<file path="src/rtl/uart_mmio_pkg.sv">
// uart_mmio_pkg: shared types and constants for the UART MMIO peripheral.
//   - uart_op_e   : op codes carried on the 2-bit uart_op strobe
//   - ST_*        : bit positions inside the STATUS read word
//   - tx_state_e  : serialiser FSM states
//   - rx_state_e  : deserialiser FSM states
//   - clamp_div   : applies the divisor floor to a programmed value
package uart_mmio_pkg;

  typedef enum logic [1:0] {
    OP_STATUS   = 2'd0,
    OP_TX_WRITE = 2'd1,
    OP_RX_POP   = 2'd2,
    OP_CONFIG   = 2'd3
  } uart_op_e;

  localparam int unsigned ST_RX_VALID     = 0;
  localparam int unsigned ST_TX_FULL      = 1;
  localparam int unsigned ST_TX_IDLE      = 2;
  localparam int unsigned ST_RX_OVERRUN   = 3;
  localparam int unsigned ST_FRAME_ERR    = 4;
  localparam int unsigned ST_TX_OVERFLOW  = 5;
  localparam int unsigned ST_RX_COUNT_LSB = 8;
  localparam int unsigned ST_TX_COUNT_LSB = 16;

  typedef enum logic [1:0] {
    TxIdle,
    TxStart,
    TxData,
    TxStop
  } tx_state_e;

  typedef enum logic [2:0] {
    RxIdle,
    RxStart,
    RxData,
    RxStop,
    RxWaitHigh
  } rx_state_e;

  function automatic logic [15:0] clamp_div(input logic [15:0] req, input logic [15:0] min_div);
    return (req < min_div) ? min_div : req;
  endfunction

endpackage

</file>
<file path="src/rtl/uart_fifo.sv">
// uart_fifo: synchronous first-word-fall-through FIFO.
//   clk, rst_n : clock, asynchronous active-low reset
//   i_push     : write i_wdata (ignored when full unless i_pop frees a slot)
//   i_pop      : drop the head entry (ignored when empty)
//   o_rdata    : current head, combinational
//   o_full, o_empty, o_count : occupancy
module uart_fifo #(
  parameter int unsigned DEPTH = 8,
  parameter int unsigned WIDTH = 8
) (
  input  logic                           clk,
  input  logic                           rst_n,
  input  logic                           i_push,
  input  logic                           i_pop,
  input  logic [WIDTH-1:0]               i_wdata,
  output logic [WIDTH-1:0]               o_rdata,
  output logic                           o_full,
  output logic                           o_empty,
  output logic [$clog2(DEPTH+1)-1:0]     o_count
);

  localparam int unsigned AW = $clog2(DEPTH);
  localparam int unsigned CW = $clog2(DEPTH + 1);

  logic [WIDTH-1:0] r_mem [DEPTH];
  logic [AW-1:0]    r_wr_ptr;
  logic [AW-1:0]    r_rd_ptr;
  logic [CW-1:0]    r_count;
  logic             w_do_push;
  logic             w_do_pop;

  assign o_full  = (r_count == CW'(DEPTH));
  assign o_empty = (r_count == '0);
  assign o_count = r_count;
  assign o_rdata = r_mem[r_rd_ptr];

  // A simultaneous pop frees the head slot, so a push into a full FIFO is accepted.
  assign w_do_push = i_push && (!o_full || i_pop);
  assign w_do_pop  = i_pop && !o_empty;

  always_ff @(posedge clk or negedge rst_n) begin
    if (!rst_n) begin
      r_wr_ptr <= '0;
      r_rd_ptr <= '0;
      r_count  <= '0;
    end else begin
      if (w_do_push) r_wr_ptr <= r_wr_ptr + 1'b1;
      if (w_do_pop)  r_rd_ptr <= r_rd_ptr + 1'b1;
      if (w_do_push && !w_do_pop)      r_count <= r_count + 1'b1;
      else if (w_do_pop && !w_do_push) r_count <= r_count - 1'b1;
    end
  end

  always_ff @(posedge clk) begin
    if (w_do_push) r_mem[r_wr_ptr] <= i_wdata;
  end

endmodule

</file>
<file path="src/rtl/uart_mmio.sv">
// uart_mmio: memory-mapped 8N1 UART responder with TX/RX FIFOs.
//   clk, rst_n    : core clock, asynchronous active-low reset
//   uart_op       : single-cycle op strobe (STATUS, TX_WRITE, RX_POP, CONFIG)
//   data_to_mem   : write data, valid with uart_op
//   uart_data_out : combinational read data for the current op
//   uart_rx       : asynchronous serial input
//   uart_tx       : serial output, idles high
//   rx_irq        : RX FIFO non-empty
module uart_mmio
  import uart_mmio_pkg::*;
#(
  parameter int unsigned FIFO_DEPTH  = 8,
  parameter logic [15:0] DEFAULT_DIV = 16'd434,
  parameter logic [15:0] MIN_DIV     = 16'd4
) (
  input  logic        clk,
  input  logic        rst_n,
  input  logic [1:0]  uart_op,
  input  logic [31:0] data_to_mem,
  output logic [31:0] uart_data_out,
  input  logic        uart_rx,
  output logic        uart_tx,
  output logic        rx_irq
);

  localparam int unsigned CW = $clog2(FIFO_DEPTH + 1);

  uart_op_e  w_op;
  logic      w_tx_write, w_rx_pop_op, w_cfg, w_clr;
  logic      w_unused_data;
  logic [15:0] r_div;
  logic      r_rx_overrun, r_frame_err, r_tx_overflow;

  // FIFO wiring
  logic          w_tx_push, w_tx_pop, w_tx_full, w_tx_empty;
  logic [7:0]    w_tx_head;
  logic [CW-1:0] w_tx_count;
  logic          w_rx_push, w_rx_full, w_rx_empty;
  logic [7:0]    w_rx_head;
  logic [CW-1:0] w_rx_count;

  // TX serialiser
  tx_state_e   r_tx_state, w_tx_state_d;
  logic [7:0]  r_tx_shift, w_tx_shift_d;
  logic [15:0] r_tx_div, w_tx_div_d, r_tx_cnt, w_tx_cnt_d;
  logic [2:0]  r_tx_idx, w_tx_idx_d;
  logic        w_tx_bit_end;

  // RX deserialiser
  rx_state_e   r_rx_state, w_rx_state_d;
  logic [7:0]  r_rx_shift, w_rx_shift_d;
  logic [15:0] r_rx_div, w_rx_div_d, r_rx_cnt, w_rx_cnt_d;
  logic [2:0]  r_rx_idx, w_rx_idx_d;
  logic [1:0]  r_sync;
  logic        r_rx_prev, w_rx_line, w_rx_fall, w_rx_bit_end, w_frame_evt;

  assign w_op          = uart_op_e'(uart_op);
  assign w_tx_write    = (w_op == OP_TX_WRITE);
  assign w_rx_pop_op   = (w_op == OP_RX_POP);
  assign w_cfg         = (w_op == OP_CONFIG);
  assign w_clr         = w_cfg && data_to_mem[16];
  assign w_unused_data = ^data_to_mem[31:17];

  // Full is judged before the serialiser's pop on the same edge.
  assign w_tx_push = w_tx_write && !w_tx_full;

  uart_fifo #(.DEPTH(FIFO_DEPTH), .WIDTH(8)) u_tx_fifo (
    .clk     (clk),
    .rst_n   (rst_n),
    .i_push  (w_tx_push),
    .i_pop   (w_tx_pop),
    .i_wdata (data_to_mem[7:0]),
    .o_rdata (w_tx_head),
    .o_full  (w_tx_full),
    .o_empty (w_tx_empty),
    .o_count (w_tx_count)
  );

  uart_fifo #(.DEPTH(FIFO_DEPTH), .WIDTH(8)) u_rx_fifo (
    .clk     (clk),
    .rst_n   (rst_n),
    .i_push  (w_rx_push),
    .i_pop   (w_rx_pop_op),
    .i_wdata (r_rx_shift),
    .o_rdata (w_rx_head),
    .o_full  (w_rx_full),
    .o_empty (w_rx_empty),
    .o_count (w_rx_count)
  );

  assign rx_irq = !w_rx_empty;

  // ---------------- read mux ----------------
  always_comb begin
    uart_data_out = '0;
    case (w_op)
      OP_STATUS: begin
        uart_data_out[ST_RX_VALID]               = !w_rx_empty;
        uart_data_out[ST_TX_FULL]                = w_tx_full;
        uart_data_out[ST_TX_IDLE]                = (r_tx_state == TxIdle) && w_tx_empty;
        uart_data_out[ST_RX_OVERRUN]             = r_rx_overrun;
        uart_data_out[ST_FRAME_ERR]              = r_frame_err;
        uart_data_out[ST_TX_OVERFLOW]            = r_tx_overflow;
        uart_data_out[ST_RX_COUNT_LSB +: 8]      = 8'(w_rx_count);
        uart_data_out[ST_TX_COUNT_LSB +: 8]      = 8'(w_tx_count);
      end
      OP_RX_POP: if (!w_rx_empty) uart_data_out = {23'b0, 1'b1, w_rx_head};
      default: ;
    endcase
  end

  // ---------------- config + sticky flags ----------------
  always_ff @(posedge clk or negedge rst_n) begin
    if (!rst_n) begin
      r_div         <= DEFAULT_DIV;
      r_rx_overrun  <= 1'b0;
      r_frame_err   <= 1'b0;
      r_tx_overflow <= 1'b0;
    end else begin
      if (w_cfg) r_div <= clamp_div(data_to_mem[15:0], MIN_DIV);
      // A new event on the clearing edge wins over the clear.
      r_rx_overrun  <= (r_rx_overrun && !w_clr) || (w_rx_push && w_rx_full && !w_rx_pop_op);
      r_frame_err   <= (r_frame_err && !w_clr) || w_frame_evt;
      r_tx_overflow <= (r_tx_overflow && !w_clr) || (w_tx_write && w_tx_full);
    end
  end

  // ---------------- TX FSM ----------------
  assign w_tx_bit_end = (r_tx_cnt == '0);

  always_comb begin
    w_tx_state_d = r_tx_state;
    w_tx_shift_d = r_tx_shift;
    w_tx_div_d   = r_tx_div;
    w_tx_cnt_d   = r_tx_cnt;
    w_tx_idx_d   = r_tx_idx;
    w_tx_pop     = 1'b0;
    unique case (r_tx_state)
      TxIdle: ;
      TxStart: begin
        if (w_tx_bit_end) begin
          w_tx_cnt_d   = r_tx_div - 16'd1;
          w_tx_idx_d   = '0;
          w_tx_state_d = TxData;
        end else w_tx_cnt_d = r_tx_cnt - 16'd1;
      end
      TxData: begin
        if (w_tx_bit_end) begin
          w_tx_cnt_d   = r_tx_div - 16'd1;
          w_tx_shift_d = r_tx_shift >> 1;
          w_tx_idx_d   = r_tx_idx + 3'd1;
          if (r_tx_idx == 3'd7) w_tx_state_d = TxStop;
        end else w_tx_cnt_d = r_tx_cnt - 16'd1;
      end
      TxStop: begin
        if (w_tx_bit_end) w_tx_state_d = TxIdle;
        else              w_tx_cnt_d   = r_tx_cnt - 16'd1;
      end
      default: w_tx_state_d = TxIdle;
    endcase
    // Load the next byte from IDLE, or straight out of a finished stop bit.
    if ((r_tx_state == TxIdle || (r_tx_state == TxStop && w_tx_bit_end)) && !w_tx_empty) begin
      w_tx_pop     = 1'b1;
      w_tx_shift_d = w_tx_head;
      w_tx_div_d   = r_div;
      w_tx_cnt_d   = r_div - 16'd1;
      w_tx_state_d = TxStart;
    end
  end

  always_ff @(posedge clk or negedge rst_n) begin
    if (!rst_n) begin
      r_tx_state <= TxIdle;
      r_tx_shift <= '0;
      r_tx_div   <= DEFAULT_DIV;
      r_tx_cnt   <= '0;
      r_tx_idx   <= '0;
    end else begin
      r_tx_state <= w_tx_state_d;
      r_tx_shift <= w_tx_shift_d;
      r_tx_div   <= w_tx_div_d;
      r_tx_cnt   <= w_tx_cnt_d;
      r_tx_idx   <= w_tx_idx_d;
    end
  end

  // Decoded from reset-cleared state, so reset drives the line high immediately.
  assign uart_tx = (r_tx_state == TxStart) ? 1'b0 :
                   (r_tx_state == TxData)  ? r_tx_shift[0] : 1'b1;

  // ---------------- RX FSM ----------------
  assign w_rx_line    = r_sync[1];
  assign w_rx_fall    = r_rx_prev && !w_rx_line;
  assign w_rx_bit_end = (r_rx_cnt == '0);

  always_comb begin
    w_rx_state_d = r_rx_state;
    w_rx_shift_d = r_rx_shift;
    w_rx_div_d   = r_rx_div;
    w_rx_cnt_d   = r_rx_cnt;
    w_rx_idx_d   = r_rx_idx;
    w_rx_push    = 1'b0;
    w_frame_evt  = 1'b0;
    unique case (r_rx_state)
      RxIdle: begin
        if (w_rx_fall) begin
          w_rx_div_d   = r_div;
          w_rx_cnt_d   = (r_div >> 1) - 16'd1;
          w_rx_state_d = RxStart;
        end
      end
      RxStart: begin
        if (w_rx_bit_end) begin
          if (w_rx_line) w_rx_state_d = RxIdle;  // start bit vanished: glitch
          else begin
            w_rx_cnt_d   = r_rx_div - 16'd1;
            w_rx_idx_d   = '0;
            w_rx_state_d = RxData;
          end
        end else w_rx_cnt_d = r_rx_cnt - 16'd1;
      end
      RxData: begin
        if (w_rx_bit_end) begin
          w_rx_shift_d = {w_rx_line, r_rx_shift[7:1]};
          w_rx_cnt_d   = r_rx_div - 16'd1;
          w_rx_idx_d   = r_rx_idx + 3'd1;
          if (r_rx_idx == 3'd7) w_rx_state_d = RxStop;
        end else w_rx_cnt_d = r_rx_cnt - 16'd1;
      end
      RxStop: begin
        if (w_rx_bit_end) begin
          if (w_rx_line) begin
            w_rx_push    = 1'b1;
            w_rx_state_d = RxIdle;
          end else begin
            w_frame_evt  = 1'b1;
            w_rx_state_d = RxWaitHigh;
          end
        end else w_rx_cnt_d = r_rx_cnt - 16'd1;
      end
      RxWaitHigh: if (w_rx_line) w_rx_state_d = RxIdle;
      default: w_rx_state_d = RxIdle;
    endcase
  end

  always_ff @(posedge clk or negedge rst_n) begin
    if (!rst_n) begin
      r_sync     <= 2'b11;
      r_rx_prev  <= 1'b1;
      r_rx_state <= RxIdle;
      r_rx_shift <= '0;
      r_rx_div   <= DEFAULT_DIV;
      r_rx_cnt   <= '0;
      r_rx_idx   <= '0;
    end else begin
      r_sync     <= {r_sync[0], uart_rx};
      r_rx_prev  <= w_rx_line;
      r_rx_state <= w_rx_state_d;
      r_rx_shift <= w_rx_shift_d;
      r_rx_div   <= w_rx_div_d;
      r_rx_cnt   <= w_rx_cnt_d;
      r_rx_idx   <= w_rx_idx_d;
    end
  end

endmodule

</file>
<file path="config.mk">
export PLATFORM = sky130hd
export DESIGN_NAME = uart_mmio
export DESIGN_NICKNAME = d
export VERILOG_FILES = /design/src/rtl/uart_mmio_pkg.sv /design/src/rtl/uart_fifo.sv /design/src/rtl/uart_mmio.sv
export SDC_FILE = /design/constraint.sdc
export NUM_CORES = 1
export LEC_CHECK = 0
export BUFFER_PORTS_ARGS = -buffer_cell sky130_fd_sc_hd__buf_2
export CAP_MARGIN = 20
export CORE_ASPECT_RATIO = 1.2
export CORE_MARGIN = 3
export CORE_UTILIZATION = 45
export DETAILED_ROUTE_END_ITERATION = 7
export SLEW_MARGIN = 40
export SYNTH_ARGS = -nofsm -noshare
export SYNTH_HDL_FRONTEND = slang
export SYNTH_SLANG_ARGS = --single-unit
</file>
<file path="constraint.sdc">
create_clock -name clk -period 4.12 [get_ports clk]
set_clock_uncertainty 0.1 [all_clocks]
set_input_delay 0.824 -clock clk [delete_from_list [all_inputs] [get_ports clk]]
set_output_delay 0.824 -clock clk [all_outputs]
set_load 0.005 [all_outputs]
</file>
==> results_dict.tcl <==
set metrics [dict create \
    vdd_drop_max_uv 393 \
    fin_tns_setup_ns 0 \
    p_per_area_nw_per_um2 650 \
    grtUsageTotal 0.194 \
    p_comb_frac 0.308 \
    postCtsSetupBuffers 0 \
    critPathTopFamily "simple AND/OR/NAND/NOR gates" \
    critPathMaxStageDelay_ns 0.53 \
    antenna_cells 0 \
    rsz0062_at_grt "false" \
    fp.coreArea_sq_um 28800 \
    fmax_ghz 0.286 \
    grt_overflow 0 \
    slew_headroom 0.456 \
    crit_buf_inv 1 \
    io_buffers 39 \
    drt.antenna.violating_nets 0 \
    hold_violations 0 \
    die_x_microns 162 \
    drv_cap 0 \
    cts_tree "yes" \
    tightest_slew_ns 0.816 \
    ys_warn_count 0 \
    fp-row-count 68 \
    grt_pass1_vias 8760 \
    grt_first_pass_wirelength_microns 48700 \
    drtIter0Drc 556 \
    yosysSeqAreaShare 0.544 \
    r2r_start "r_tx_cnt[0]$_DFFE_PN0P_" \
    synth_seq_cells 261 \
    worstPathArrival_ns 2.57 \
    endpoint_kind "output port" \
    syn_area_sq_um 13200 \
    cts_buffer_depth 3 \
    clock_latency_ns 0.54 \
    area_growth_pct 11.8 \
    drive_above_1_share 0.205 \
    cp-start-kind "flop" \
    drt-total-wl_microns 30100 \
    pwr-share-seq 0.425 \
    drc 0 \
    fp.dieArea_sq_um 31500 \
    synthCells 1115 \
    p_leak_nw 5.66 \
    setup_viol 0 \
    hpwl_microns 20300 \
    switching_share 0.353 \
    min_period_over_period 0.847 \
    async_flop_share 0.510 \
    h-tree-depth 1 \
    hold_ws_ns 0.0957 \
    clkPwrFrac 0.266 \
    p_switching_mw 3.39 \
    crit_start "u_rx_fifo.o_count[0]$_DFFE_PN0P_" \
    root_buffer "clkbuf_16" \
    fill_cells 2542 \
    initial_utilization 0.458 \
    cts_resized 0 \
    grt_max_degree 107 \
    worst-setup-path-type "reg -> out" \
    syn_area_per_cell_sq_um 11.9 \
    antenna_found_initial 0 \
    fp.dieH_microns 194 \
    synth.distinct_cells 78 \
    cp_max_fo 11 \
    hold_class "in -> async" \
    slew_viol_final 0 \
    vias 8735 \
    postCtsHoldBufs 0 \
    synth_edf_count 128 \
    numCtsBuffers 28 \
    dr.pass1.iters 7 \
    slowest_stage "nor4_1" \
    synth-main-ff-cell "edfxtp_1" \
    cts_sinks 261 \
    post-route-min-period_ns 3.49 \
    clk_pin_slew_ns 0.06 \
    p_int_mw 6.22 \
    via_per_inst 5.60 \
    required_ns 3.20 \
    outcome "completed" \
    path_cells "nor4_1 > nor2_1 > nand2_1 > o21ai_0 > buf_2" \
    io_pins 71 \
    avgRoutedWirePerCell_microns 19.3 \
    nNetsFinal 1220 \
    finalWeightedCongestion 0.866 \
]
==> area by class of cell <==
class,count,area (sq um),share of cell area
Clock inverter,12,146,0.00991
Inverter,23,86.3,0.00584
Sequential cell,261,7190,0.487
Multi-Input combinational cell,771,5620,0.380
Timing Repair Buffer,69,450,0.0305
Tap cell,385,482,0.0326
Clock buffer,40,797,0.0540
==> cell usage after synthesis, types with 26 or more instances <==
cell type	number	area (sq um)
clkbuf_1	32	120
dfrtp_1	115	2880
edfxtp_1	128	3840
ha_1	27	338
mux2_2	37	417
mux4_2	32	721
nand2_1	133	499
nand3_1	28	140
nor2_1	82	308
nor3_1	26	130
o21ai_0	62	310
xnor2_1	40	350
xor2_1	40	350
==> worst register-to-register path: stages (launching register included) <==
cell and delay (ns):
dfrtp_1 0.39, inv_1 0.08, ha_1 0.22, nor3b_2 0.16
buf_4 0.16, and3_1 0.19, a31oi_4 0.60, nor2_4 0.06
inv_2 0.08, ha_1 0.18, inv_1 0.10, ha_1 0.28
a21o_1 0.18, a21oi_1 0.17, xnor2_1 0.13, nor2_1 0.06
xor2_1 0.14
==> flip-flops by register name, summed over array words and instances, names as in the netlist, 4 cells and up <==
register / count
r_div: 16
u_tx_fifo.r_mem: 64
r_rx_shift: 8
u_rx_fifo.r_mem: 64
u_rx_fifo.o_count: 4
u_tx_fifo.o_count: 4
r_tx_cnt: 16
r_tx_shift: 8
r_rx_div: 16
r_rx_cnt: 16
r_tx_div: 16
==> logic make-up (layout without fill, tap and decap cells) <==
logic type,after synthesis,after routing,synth area share
compound gates,186,186,0.0902
xor+xnor,80,80,0.0530
fa+ha+maj,29,29,0.0286
buf+inv,98,144,0.0355
flops,261,261,0.544
mux,82,82,0.0961
other cells,1,16,0.000284
simple gates,378,378,0.152
==> cells in the final DEF (no fill, tap or decap), types with 15 or more instances in the layout <==
master	synthesis	routed
a211oi_1	15	15
a21oi_1	25	25
a31oi_1	15	15
buf_2	21	38
buf_4	18	29
clkbuf_16	0	29
conb_1	1	16
dfrtp_1	115	115
dfstp_2	18	18
edfxtp_1	128	128
ha_1	27	27
inv_1	22	22
mux2_2	37	37
mux4_2	32	32
nand2_1	133	133
nand3_1	28	28
nor2_1	82	80
nor3_1	26	26
o21ai_0	62	62
xnor2_1	40	40
xor2_1	40	40
==> metrics by stage <==
step                setup WS [ns]  cell area [sq um]  cells  power [mW]  utilization
finish                      0.629              14800   1561        9.61        0.512
global route                0.437              14800   1561        10.3        0.512
CTS                         0.531              14700   1560        9.69        0.511
detailed placement          0.754              13800   1508        7.10        0.478
global placement            0.745              13800   1506        7.02        0.478
floorplan                   0.997              13300   1130        6.30            -
==> layer usage <==
layer	vias to the layer above	wire length [microns]	share of wire	track usage
li1	4124	-	-	-
met1	4396	13700	0.45	0.275
met2	166	14700	0.49	0.320
met3	49	1030	0.034	0.0212
met4	0	752	0.025	0.0509
met5	-	0	0	0
==> power by group through the flow <==
stage | Sequential [mW] | Combinational [mW] | Clock (mW)
finish | 4.09 | 2.96 | 2.56
global route | 4.18 | 3.34 | 2.73
CTS | 4.09 | 2.99 | 2.62
detailed placement | 4.13 | 2.97 | 0
global placement | 4.11 | 2.91 | 0
floorplan | 3.76 | 2.54 | 0
==> worst paths after layout <==
path / cells past startpoint / slack (ns) / endpoint
worst max-delay path: 5 / 0.63 / uart_data_out[2]
worst min-delay path: 1 / 0.1 / r_tx_div[14]$_DFFE_PN0P_
worst max register to register: 16 / 0.73 / u_tx_fifo.o_count[3]$_DFFE_PN0P_
worst min register to register: 0 / 0.26 / r_sync[1]$_DFF_PN1_
max in group asynchronous: 3 / 2.86 / r_rx_div[8]$_DFFE_PN1P_
min in group clk: 0 / 0.26 / r_sync[1]$_DFF_PN1_
(Power assumes the default switching activity.)
